## src/rtl/sdram_sched_pkg.sv

```systemverilog
// Shared encodings for the SDRAM burst scheduler.
// FSM state codes, grant codes and the default address width.
package sdram_sched_pkg;

  localparam int ADDR_W_DEF = 24;

  localparam logic [2:0] S_IDLE    = 3'd0;
  localparam logic [2:0] S_WR_REQ  = 3'd1;
  localparam logic [2:0] S_WR_BUSY = 3'd2;
  localparam logic [2:0] S_RD_REQ  = 3'd3;
  localparam logic [2:0] S_RD_BUSY = 3'd4;
  localparam logic [2:0] S_GAP     = 3'd5;

  typedef enum logic [2:0] {
    IDLE    = S_IDLE,
    WR_REQ  = S_WR_REQ,
    WR_BUSY = S_WR_BUSY,
    RD_REQ  = S_RD_REQ,
    RD_BUSY = S_RD_BUSY,
    GAP     = S_GAP
  } state_e;

  localparam logic G_WR = 1'b0;
  localparam logic G_RD = 1'b1;

endpackage

```

## src/rtl/sdram_ring_ptr.sv

```systemverilog
// Circular-buffer pointer: advances by burst_len, wraps at DEPTH,
// and presents a registered BASE_ADDR-offset word address.
import sdram_sched_pkg::*;

module sdram_ring_ptr #(
  parameter int                ADDR_W    = ADDR_W_DEF,
  parameter logic [ADDR_W-1:0] BASE_ADDR = '0,
  parameter logic [ADDR_W-1:0] DEPTH     = ADDR_W'(4096)
) (
  input  logic              clk,
  input  logic              rst_n,
  input  logic              adv_i,
  input  logic [9:0]        burst_len_i,
  output logic [ADDR_W-1:0] addr_o
);

  logic [ADDR_W-1:0] ptr_q, ptr_d;
  logic [ADDR_W-1:0] addr_q, addr_d;
  logic [ADDR_W:0]   sum;
  logic [ADDR_W:0]   depth_x;

  assign depth_x = {1'b0, DEPTH};

  always_comb begin
    sum    = {1'b0, ptr_q} + {{(ADDR_W-9){1'b0}}, burst_len_i};
    ptr_d  = ptr_q;
    if (adv_i) begin
      if (sum >= depth_x) begin
        ptr_d = ADDR_W'(sum - depth_x);
      end else begin
        ptr_d = sum[ADDR_W-1:0];
      end
    end
    addr_d = BASE_ADDR + ptr_d;
  end

  always_ff @(posedge clk or negedge rst_n) begin
    if (!rst_n) begin
      ptr_q  <= '0;
      addr_q <= BASE_ADDR;
    end else begin
      ptr_q  <= ptr_d;
      addr_q <= addr_d;
    end
  end

  assign addr_o = addr_q;

endmodule

```

## src/rtl/sdram_burst_sched.sv

```systemverilog
// SDRAM burst scheduler sharing one controller port between the UART
// write and read paths. Define SDRAM_SCHED_RR_EN for round-robin ties.
import sdram_sched_pkg::*;

module sdram_burst_sched #(
  parameter int                ADDR_W        = ADDR_W_DEF,
  parameter logic [ADDR_W-1:0] BASE_ADDR     = '0,
  parameter logic [ADDR_W-1:0] DEPTH         = ADDR_W'(4096),
  parameter logic [10:0]       RD_FIFO_DEPTH = 11'd1024
) (
  input  logic              clk,
  input  logic              rst_n,
  input  logic              init_done,
  input  logic [9:0]        burst_len,
  input  logic [9:0]        wr_fifo_cnt,
  input  logic [9:0]        rd_fifo_cnt,
  output logic              wr_req,
  output logic [ADDR_W-1:0] wr_addr,
  input  logic              wr_ack,
  input  logic              wr_end,
  output logic              rd_req,
  output logic [ADDR_W-1:0] rd_addr,
  input  logic              rd_ack,
  input  logic              rd_end,
  output logic [ADDR_W:0]   occupancy,
  output logic              busy
);

  state_e          state_q, state_d;
  logic            wr_req_q, wr_req_d;
  logic            rd_req_q, rd_req_d;
  logic [ADDR_W:0] occ_q, occ_d;
  logic            wr_adv, rd_adv;

  logic [ADDR_W:0] bl_x;
  logic [ADDR_W:0] occ_sum;
  logic [10:0]     rd_sum;
  logic            bl_ok;
  logic            wr_elig, rd_elig;
  logic            pick_wr;

  assign bl_x    = {{(ADDR_W-9){1'b0}}, burst_len};
  assign occ_sum = occ_q + bl_x;
  assign rd_sum  = {1'b0, rd_fifo_cnt} + {1'b0, burst_len};
  assign bl_ok   = |burst_len;

  assign wr_elig = init_done & bl_ok
                 & (wr_fifo_cnt >= burst_len)
                 & (occ_sum <= {1'b0, DEPTH});
  assign rd_elig = init_done & bl_ok
                 & (occ_q >= bl_x)
                 & (rd_sum <= RD_FIFO_DEPTH);

`ifdef SDRAM_SCHED_RR_EN
  logic last_q, last_d;

  // On a tie, serve the direction that did not complete last.
  assign pick_wr = wr_elig & (~rd_elig | (last_q == G_RD));

  always_comb begin
    last_d = last_q;
    if (wr_adv) last_d = G_WR;
    if (rd_adv) last_d = G_RD;
  end

  always_ff @(posedge clk or negedge rst_n) begin
    if (!rst_n) last_q <= G_RD;
    else        last_q <= last_d;
  end
`else
  assign pick_wr = wr_elig;
`endif

  always_comb begin
    state_d = state_q;
    occ_d   = occ_q;
    wr_adv  = 1'b0;
    rd_adv  = 1'b0;
    unique case (state_q)
      IDLE: begin
        if (pick_wr)      state_d = WR_REQ;
        else if (rd_elig) state_d = RD_REQ;
      end
      WR_REQ: begin
        if (wr_ack) state_d = WR_BUSY;
      end
      WR_BUSY: begin
        if (wr_end) begin
          wr_adv  = 1'b1;
          occ_d   = occ_sum;
          state_d = GAP;
        end
      end
      RD_REQ: begin
        if (rd_ack) state_d = RD_BUSY;
      end
      RD_BUSY: begin
        if (rd_end) begin
          rd_adv  = 1'b1;
          occ_d   = occ_q - bl_x;
          state_d = GAP;
        end
      end
      GAP:     state_d = IDLE;
      default: state_d = IDLE;
    endcase
    wr_req_d = (state_d == WR_REQ);
    rd_req_d = (state_d == RD_REQ);
  end

  always_ff @(posedge clk or negedge rst_n) begin
    if (!rst_n) begin
      state_q  <= IDLE;
      wr_req_q <= 1'b0;
      rd_req_q <= 1'b0;
      occ_q    <= '0;
    end else begin
      state_q  <= state_d;
      wr_req_q <= wr_req_d;
      rd_req_q <= rd_req_d;
      occ_q    <= occ_d;
    end
  end

  sdram_ring_ptr #(
    .ADDR_W   (ADDR_W),
    .BASE_ADDR(BASE_ADDR),
    .DEPTH    (DEPTH)
  ) u_wr_ptr (
    .clk        (clk),
    .rst_n      (rst_n),
    .adv_i      (wr_adv),
    .burst_len_i(burst_len),
    .addr_o     (wr_addr)
  );

  sdram_ring_ptr #(
    .ADDR_W   (ADDR_W),
    .BASE_ADDR(BASE_ADDR),
    .DEPTH    (DEPTH)
  ) u_rd_ptr (
    .clk        (clk),
    .rst_n      (rst_n),
    .adv_i      (rd_adv),
    .burst_len_i(burst_len),
    .addr_o     (rd_addr)
  );

  assign wr_req    = wr_req_q;
  assign rd_req    = rd_req_q;
  assign occupancy = occ_q;
  assign busy      = (state_q != IDLE);

endmodule

```

## config.mk

```make
export PLATFORM = sky130hd
export DESIGN_NAME = sdram_burst_sched
export DESIGN_NICKNAME = d
export VERILOG_FILES = /design/src/rtl/sdram_sched_pkg.sv /design/src/rtl/sdram_ring_ptr.sv /design/src/rtl/sdram_burst_sched.sv
export SDC_FILE = /design/constraint.sdc
export NUM_CORES = 1
export LEC_CHECK = 0
export BUFFER_PORTS_ARGS = -buffer_cell sky130_fd_sc_hd__clkbuf_2
export CORE_UTILIZATION = 50
export CTS_BUF_LIST = sky130_fd_sc_hd__clkbuf_4 sky130_fd_sc_hd__clkbuf_8
export CTS_CLUSTER_SIZE = 12
export DETAILED_ROUTE_END_ITERATION = 8
export PLACE_DENSITY_LB_ADDON = 0.2
export SLEW_MARGIN = 30
export SYNTH_ARGS = -nofsm -noshare
export SYNTH_HDL_FRONTEND = slang
export SYNTH_SLANG_ARGS = --single-unit
```

## constraint.sdc

```tcl
create_clock -name clk -period 4.6 [get_ports clk]
set_input_delay 0.92 -clock clk [delete_from_list [all_inputs] [get_ports clk]]
set_output_delay 0.92 -clock clk [all_outputs]
set_load 0.005 [all_outputs]
```

==> flow_summary.toml <==
[floorplanning]
num_rows = 46
core_area_sq_um = 16000
die-width_um = 131
die_h_um = 131
dieArea_sq_um = 17000
io_pins = 113
start_util_pct = 51.6

[sta]
hold_viol_final = 0
fmax_mhz = 239
slew_headroom_pct = 48.6
fin_crit_sh_pct = 91.0
slew_violations = 0
worst_pin_slew_ps = 771
whs_ps = 534
setup_viol = 0
fin_tns_setup_ps = 0
grt_setup_unrepaired = "no"
fin_crit_ps = 4190
fin_skew_ps = 12.9

[status]
outcome = "complete, no violations"

[clock_network]
cts_resized = 0
root_buffer = "clkbuf_8"
clk_latency_ps = 390
clock-sinks = 78
clkTransAtPathRegs_ps = 80
clock_path_buffers = 2
post-cts-setup-buffers = 0
cts-htree-levels = 3
cts_hold_buffers = 0
numCtsBuffers = 9
cts_tree = "yes"

[power_and_ir_drop]
p_leak_nw = 4.44
power_density_nw_per_um2 = 555
vdd_drop_max_mv = 0.250

[synth]
synth-main-ff-cell = "dfrtp_1"
synthSimpleGateAreaFrac_pct = 23.4
async_reset_ff_share_pct = 100
synth-compound-area-share_pct = 27.3
synth_xor_xnor_area_share_pct = 7.21
yosys_register_bits = 78
synth_nets = 1133
ys_seq_area_share_pct = 23.6
synthDistinctLibCells = 103
synth.cell_area_sq_um = 8260
synth_top_family_by_area = "compound AO/OA/AOI/OAI gates"
synth_edf_count = 0
synth_fa_ha_area_share_pct = 10.9
synthMuxAreaShare_pct = 2.36
synthCells = 1027
synth.avg_cell_area_sq_um = 8.04
yosysWarnings = 0

[finish]
final_area_sq_um = 9490
diodes = 0
layout-drive-gt1-share_pct = 19.9
final_cell_mix = "clkbuf_2, nand2_1, dfrtp_1, o21ai_0, a21oi_1"
syn2layout_area_growth_pct = 14.9
fin_nets = 1258
final_common_cell = "clkbuf_2"
nFillCells = 1587
final_cells = 1373

[setup_path]
crit_start = "burst_len[0]"
critPathMaxFanout = 6
path_delay_family = "compound AO/OA/AOI/OAI gates"
critPathArrivalTime_ps = 4500
crit_path_top_delay_cell = "fa_1"
path_cells = "clkbuf_2, ha_1, inv_1, fa_1, nor2b_4, o2111ai_1, a21boi_2, o211ai_1, xor2_1, inv_1, ha_1, nand4b_1, a2111oi_2, nand4_2, o31ai_4, nor3_2, nor4_1, mux2i_1, xnor2_1"
cp-end-kind = "register"
slowest_delay_ps = 430
crit_type = "input pin to register"
r2r_start = "u_wr_ptr.ptr_q[0]"
required_ps = 4910
cp_num_buf_inv = 3
start_kind = "input pin"

[grt]
antenna_found_initial = 0
grt_max_degree = 58
globalRouteOverflowTotal = 0
grt_pass1_wl_um = 38500
grt_pass1_vias = 7740
grt_use_total_pct = 28.9

[job]
max_cap_viol_count = 0

[placed_design]
dp_cells = 1357
portBuffers = 112
dpl-instance-area_sq_um = 9260
place.gp.congestion = 0.949
hpwl_um = 18300

[detailed_routing]
drt_iter0_markers = 839
drc = 0
antenna_left = 0
via_per_inst = 6.03
drt-total-wl_um = 23800
drtPass1Iterations = 6
num_vias = 8279
wl_per_cell_um = 17.3

[min_path]
hold_path.class = "register to register"
hold_start = "u_rd_ptr.ptr_q[6]"
[report_power, final]
part           total, W  switching (W)  internal [W]
logic           0.00325        0.00184       0.00141
clock network  0.000616       0.000277      0.000339
registers       0.00141       0.000460      0.000945
[path summary, 6_finish.rpt]
path	endpoint	slack, ps	cells after the start
max in group asynchronous	state_q[0]	3180	2
min reg2reg	u_rd_ptr.ptr_q[6]	530	2
min	u_rd_ptr.ptr_q[6]	530	2
min in group asynchronous	occupancy[5]	610	1
max	u_wr_ptr.ptr_q[22]	410	19
max reg2reg	u_wr_ptr.ptr_q[22]	650	18
[registers in the layout (all words and copies together), names as in the netlist]
register / flops
occupancy: 25
u_rd_ptr.ptr_q: 24
u_wr_ptr.ptr_q: 24
state_q: 3
rd_req: 1
wr_req: 1
[synth_stat cells, types with 12 or more instances]
master | n | share of area, %
nor3_1 | 27 | 1.6
mux2i_1 | 15 | 1.8
nand4_1 | 15 | 1.1
ha_1 | 64 | 9.7
and3_1 | 16 | 1.2
and2_1 | 12 | 0.91
xnor2_1 | 39 | 4.1
a21o_1 | 23 | 2.1
buf_2 | 14 | 0.85
nand3_1 | 45 | 2.7
inv_1 | 47 | 2.1
o21ai_0 | 73 | 4.4
nand2_1 | 88 | 4.0
nor2_1 | 70 | 3.2
a31oi_1 | 18 | 1.4
xor2_1 | 29 | 3.1
or3_1 | 13 | 0.98
a21oi_1 | 70 | 4.2
clkbuf_1 | 30 | 1.4
dfrtp_1 | 78 | 24
[worst register-to-register path, delay by kind of cell (launching register included)]
kind                       cells  cell delay, ps
and+or+nand+nor                5             890
DFF                            1             410
xor gates and xnor gates       2             310
muxes                          1             260
AOI/OAI and AO/OA              5            1140
buffers and inverters          2             130
adders and majority gates      3             760
[per-stage QoR]
stage,worst slack [ps],power [W],utilization [%]
floorplan,307,0.00356,-
global placement,64.0,0.00458,57.9
detailed placement,19.3,0.00461,57.9
CTS,408,0.00524,59.3
global route,70.3,0.00573,59.3
finish,415,0.00527,59.3
[routing by layer]
| layer | share of wire [%] | wire length, um | vias up | track usage, % |
|---|---|---|---|---|
| li1 | - | - | 4062 | - |
| met3 | 4.3 | 1030 | 46 | 3.99 |
| met2 | 47 | 11200 | 236 | 48.1 |
| met1 | 46 | 10900 | 3935 | 38.0 |
| met5 | 0 | 0 | - | 0 |
| met4 | 2.6 | 622 | 0 | 10.5 |
[cells by family after synthesis]
group / Yosys count
xor gates and xnor gates: 68
buffers and inverters: 101
and+or+nand+nor: 367
muxes: 19
adders and majority gates: 69
AOI/OAI and AO/OA: 325
DFF: 78
[final cells by class]
| class | instances | area, sq um | share of cell area [%] |
|---|---|---|---|
| clock inverters | 3 | 67.6 | 0.712 |
| clock buffers | 13 | 160 | 1.69 |
| inverters | 48 | 180 | 1.90 |
| flip-flops and latches | 78 | 1950 | 20.6 |
| multi-input cells | 848 | 5880 | 62.0 |
| repair buffers | 167 | 976 | 10.3 |
| well taps | 216 | 270 | 2.85 |
(Power assumes the default switching activity.)
